`src/rtl/updown_count_ctrl.sv`:
```
// Sequencer for an external N-bit up/down counter: runs it up to a latched limit,
// down to zero, or up then down, with a valid/ready command port and abort.
`timescale 1ns/1ps
module updown_count_ctrl #(
  parameter int N = 3
) (
  input  logic         clk,
  input  logic         reset,
  input  logic         cmd_valid,
  output logic         cmd_ready,
  input  logic [1:0]   cmd_op,
  input  logic [N-1:0] cmd_limit,
  input  logic         abort,
  input  logic [N-1:0] count_val,
  output logic         count_clr,
  output logic         count_en,
  output logic         count_dir,
  output logic         busy,
  output logic         done,
  output logic         aborted
);

  typedef enum logic [2:0] {
    S_IDLE = 3'd0,
    S_CLR  = 3'd1,
    S_UP   = 3'd2,
    S_DOWN = 3'd3,
    S_DONE = 3'd4
  } state_t;

  state_t       state_r, state_nx_s;
  logic [N-1:0] limit_r;
  logic         pp_r;
  logic         aborted_r;
  logic         dir_r;
  logic         clr_s, en_s, dir_s, abort_take_s, accept_s, pp_clear_s;

  // Next-state and Mealy counter controls; abort gates clr/en in the same cycle.
  always_comb begin
    state_nx_s   = state_r;
    clr_s        = 1'b0;
    en_s         = 1'b0;
    dir_s        = dir_r;
    abort_take_s = 1'b0;
    accept_s     = 1'b0;
    pp_clear_s   = 1'b0;
    case (state_r)
      S_IDLE: begin
        if (cmd_valid) begin
          accept_s = 1'b1;
          case (cmd_op)
            2'b00:   state_nx_s = S_CLR;
            2'b01:   state_nx_s = S_DOWN;
            2'b10:   state_nx_s = S_CLR;
            default: state_nx_s = S_DONE;
          endcase
        end else begin
          state_nx_s = S_IDLE;
        end
      end
      S_CLR: begin
        if (abort) begin
          abort_take_s = 1'b1;
          state_nx_s   = S_IDLE;
        end else begin
          clr_s      = 1'b1;
          state_nx_s = S_UP;
        end
      end
      S_UP: begin
        dir_s = 1'b1;
        if (abort) begin
          abort_take_s = 1'b1;
          state_nx_s   = S_IDLE;
        end else if (count_val != limit_r) begin
          en_s = 1'b1;
        end else if (pp_r) begin
          pp_clear_s = 1'b1;
          state_nx_s = S_DOWN;
        end else begin
          state_nx_s = S_DONE;
        end
      end
      S_DOWN: begin
        dir_s = 1'b0;
        if (abort) begin
          abort_take_s = 1'b1;
          state_nx_s   = S_IDLE;
        end else if (count_val != {N{1'b0}}) begin
          en_s = 1'b1;
        end else begin
          state_nx_s = S_DONE;
        end
      end
      S_DONE: begin
        state_nx_s = S_IDLE;
      end
      default: begin
        state_nx_s = S_IDLE;
      end
    endcase
  end

  // State, latched command and direction memory.
  always_ff @(posedge clk or negedge reset) begin
    if (!reset) begin
      state_r   <= S_IDLE;
      limit_r   <= {N{1'b0}};
      pp_r      <= 1'b0;
      aborted_r <= 1'b0;
      dir_r     <= 1'b1;
    end else begin
      state_r   <= state_nx_s;
      aborted_r <= abort_take_s;
      dir_r     <= dir_s;
      if (accept_s) begin
        limit_r <= cmd_limit;
        pp_r    <= (cmd_op == 2'b10);
      end else if (pp_clear_s) begin
        pp_r <= 1'b0;
      end else begin
        pp_r <= pp_r;
      end
    end
  end

  assign count_clr = clr_s;
  assign count_en  = en_s;
  assign count_dir = dir_s;
  assign cmd_ready = (state_r == S_IDLE);
  assign busy      = (state_r != S_IDLE);
  assign done      = (state_r == S_DONE);
  assign aborted   = aborted_r;

endmodule
```
`config.mk`:
```
export PLATFORM = sky130hd
export DESIGN_NAME = updown_count_ctrl
export DESIGN_NICKNAME = d
export VERILOG_FILES = /design/src/rtl/updown_count_ctrl.sv
export SDC_FILE = /design/constraint.sdc
export NUM_CORES = 1
export LEC_CHECK = 0
export ABC_AREA = 1
export CAP_MARGIN = 15
export CORE_AREA = 4 4 41 43
export DETAILED_ROUTE_END_ITERATION = 16
export DIE_AREA = 0 0 45 47
export DONT_BUFFER_PORTS = 1
export PLACE_DENSITY = 0.65
export SLEW_MARGIN = 15
export SYNTH_ARGS = -nofsm -noshare
export SYNTH_HDL_FRONTEND = slang
export SYNTH_SLANG_ARGS = --single-unit
```
`constraint.sdc`:
```
create_clock -name clk -period 1.2 [get_ports clk]
set_input_delay 0.24 -clock clk [delete_from_list [all_inputs] [get_ports clk]]
set_output_delay 0.24 -clock clk [all_outputs]
set_load 0.005 [all_outputs]
```
==> out/results.tsv <==
stage	metric	value	unit
drt	wirelength	1.30	mm
die	top_level_ports	19	
placement	place_inst	106	
global_routing	antenna_found_initial	0	
setup_path	endpoint_kind	primary output	
setup_path	worst-path-buf-inv	2	
setup_path	path_delay_family	simple AND/OR/NAND/NOR gates	
logic_synthesis	synth_edf_count	0	
clock_network	cts_num_sinks	9	
power	switchingPower	737	µW
logic_synthesis	syn-cell-area	629	µm²
setup_path	worstPathMaxFanout	4	
min_path	hold_path.class	in2reg	
finish	antenna_cells	0	
clock_network	cts_root_buf	clkbuf_4	
clock_network	cts-htree-levels	1	
sta	hold_ws	0.109	ns
logic_synthesis	ys.flop_type	dfrtp_1	
logic_synthesis	synth_top_area_share	31.8	%
power	power_frac_clock	13.6	%
finish	nNetsFinal	115	
global_routing	gr-usage-all-layers	13.4	%
logic_synthesis	ys_seq_area_share	36.0	%
clock_network	clk_pin_slew_worst_paths	0.06	ns
logic_synthesis	syn_avg_cell_area	6.99	µm²
setup_path	slowest_delay	0.37	ns
sta	min_period	1.43	ns
drt	via_per_inst	4.74	
logic_synthesis	yosysWarnings	0	
sta	hold_viol	0	
global_routing	grt_pass1_vias	515	
clock_network	clock_latency	0.26	ns
global_routing	busiest_layer	met2	
power	combPwrFrac	53.9	%
clock_network	clockBufferDepth	2	
power	internal-power	935	µW
power	p_leak	0.407	nW
global_routing	grt_pass1_wl	1.96	mm
drt	drtPass1Iterations	3	
power	ir_drop	0.00101	V
power	power_density	2200	nW/µm²
sta	setup_viol	9	
finish	area.growth.synth_to_final	21.1	%
power	switching_share	44.1	%
die	start_util	48.4	%
power	power.total	1.67	mW
power	p_seq_share	32.5	%
logic_synthesis	synth_cell_types	18	
finish	drive_gt1_share	33.3	%
finish	final_area	762	µm²
die	rows	13	
logic_synthesis	synth_nets	102	
placement	portBuffers	0	
placement	gp_congestion	0.770	
drt	drt-initial-drc-count	13	
setup_path	critical_path_class	reg2out	
logic_synthesis	synth-async-reset-ratio	100	%
die	dieArea	2120	µm²
global_routing	use_met3	7.28	%
placement	dp_hpwl	1.00	mm
setup_path	cpMaxStageDelayCell	dfrtp_1	
logic_synthesis	synth-seq-cells	9	
drt	route.vias.total	554	
drt	routedWlPerCell	11.1	µm
logic_synthesis	netlist_top_cells_count	nand2_1, inv_1, nor2_1, dfrtp_1	
setup_path	start_kind	register	
die	core_area	1300	µm²
setup_path	path_cells	inv_2, nor2_4, nand3_2, nor2_4, inv_2, nand2_4	
global_routing	grt_util_met1	12.6	%
die	die_h	47	µm
logic_synthesis	yosys.area.top_type	dfrtp_1	
clock_network	cts_tree	built	
outcome	violations	setup timing	
global_routing	grt_max_degree	10	
drt	ant_nets	0	
logic_synthesis	yosys.cell_count.top_type	nand2_1	
global_routing	grtUsageMet2	25.1	%
sta	max-slew-margin-rel	71.4	%
sta	slew_viol_final	0	
placement	placed_area	656	µm²
outcome	status	finished with violations	
sta	finalCritPeriodShare	119	%
drt	drc_errors	0	
sta	setup_slack	-0.229	ns
clock_network	numCtsBuffers	3	
finish	layout.cells.non_filler	117	
logic_synthesis	postSynthCellCount	90	
logic_synthesis	yosys-top-cells-area	dfrtp_1, nand2_1, inv_1	
sta	rsz0062_at_grt	true	
finish	num-fill-cells	125	
sta	max_freq	700	MHz
flow_run	maxCapViolCount	0	
global_routing	grt.overflow.total	0	
setup_path	required	0.96	ns
die	die_x	45	µm
setup_path	critical_path_arrival	1.19	ns
sta	tightest_slew	0.428	ns
setup_path	reg2reg_setup_slack	-0.07	ns
sta	clock_skew	0.00257	ns
-- cell usage in the layout, fill, tap and decap left out, types with 2 or more instances in the layout --
cell type	synthesis	routed
nor3_1	2	2
nand2_4	3	4
nand3_1	5	5
o21ai_0	4	2
clkbuf_4	0	3
buf_4	0	6
nand2_1	25	25
nor2_1	11	9
dfrtp_1	8	7
inv_2	5	6
inv_1	14	12
nor2_4	4	5
nor2_2	1	2
o21ai_1	0	2
-- through the flow --
stage | setup WS (ns) | setup TNS, ns | utilization (%)
after floorplan | 0.0373 | 0 | -
after global placement | 0.0533 | 0 | 50.4
after detailed placement | 0.0422 | 0 | 50.4
after CTS | -0.222 | -0.853 | 54.9
after global routing | -0.312 | -1.89 | 58.6
final | -0.229 | -1.05 | 58.6
-- power by group through the flow --
stage | clock, mW | sequential (mW) | combinational [mW]
6_report | 0.228 | 0.543 | 0.901
5_1_grt | 0.261 | 0.558 | 1.01
3_3_place_gp | 0 | 0.551 | 0.689
3_5_place_dp | 0 | 0.552 | 0.703
2_1_floorplan | 0 | 0.541 | 0.574
4_1_cts | 0.241 | 0.538 | 0.784
-- flip-flops by register name, summed over array words and instances, names as in the netlist --
register  count
state_r       3
limit_r       3
dir_r         1
aborted       1
pp_r          1
-- cell type report --
type / instances / area [µm²] / share of cell area, %
tap: 15 / 18.8 / 2.46
multi-input combinational: 62 / 347 / 45.5
clock buffer: 4 / 26.3 / 3.45
sequential: 9 / 228 / 29.9
timing repair buffer: 8 / 66.3 / 8.70
inverter: 19 / 76.3 / 10.0
-- layer usage --
layer / routed length, µm / share of wire [%]
met5: 0 / 0
met4: 15 / 1.2
met3: 81 / 6.2
met2: 673 / 52
met1: 532 / 41
-- kinds of logic (layout without fill, tap and decap cells) --
logic type | count (synthesis) | after routing | share of synthesized area, %
and+or+nand+nor | 56 | 56 | 46.7
buffers and inverters | 19 | 31 | 11.3
DFF | 9 | 9 | 36.0
AOI/OAI and AO/OA | 5 | 5 | 4.57
xor gates and xnor gates | 1 | 1 | 1.39
-- final timing paths --
kind,to,depth (start not counted),start
setup / recovery,count_en,6,state_r[1]$_DFFE_PN0P_
hold / removal,limit_r[2]$_DFFE_PN0P_,2,cmd_limit[2]
setup reg to reg,state_r[1]$_DFFE_PN0P_,8,state_r[1]$_DFFE_PN0P_
hold reg to reg,dir_r$_DFF_PN1_,2,dir_r$_DFF_PN1_
max in group asynchronous,dir_r$_DFF_PN1_,1,reset
min in group asynchronous,aborted$_DFF_PN0_,1,reset
-- what timing repair did --
action / CTS / global route
hold buffers: 1 / 0
pin swaps: 2 / 5
setup buffers: 3 / 3
endpoints found under the hold margin: 9 / 0
gates resized for setup: 1 / 11
setup endpoints to repair: 6 / 13
Note: power is estimated with default switching activity, not from simulation.
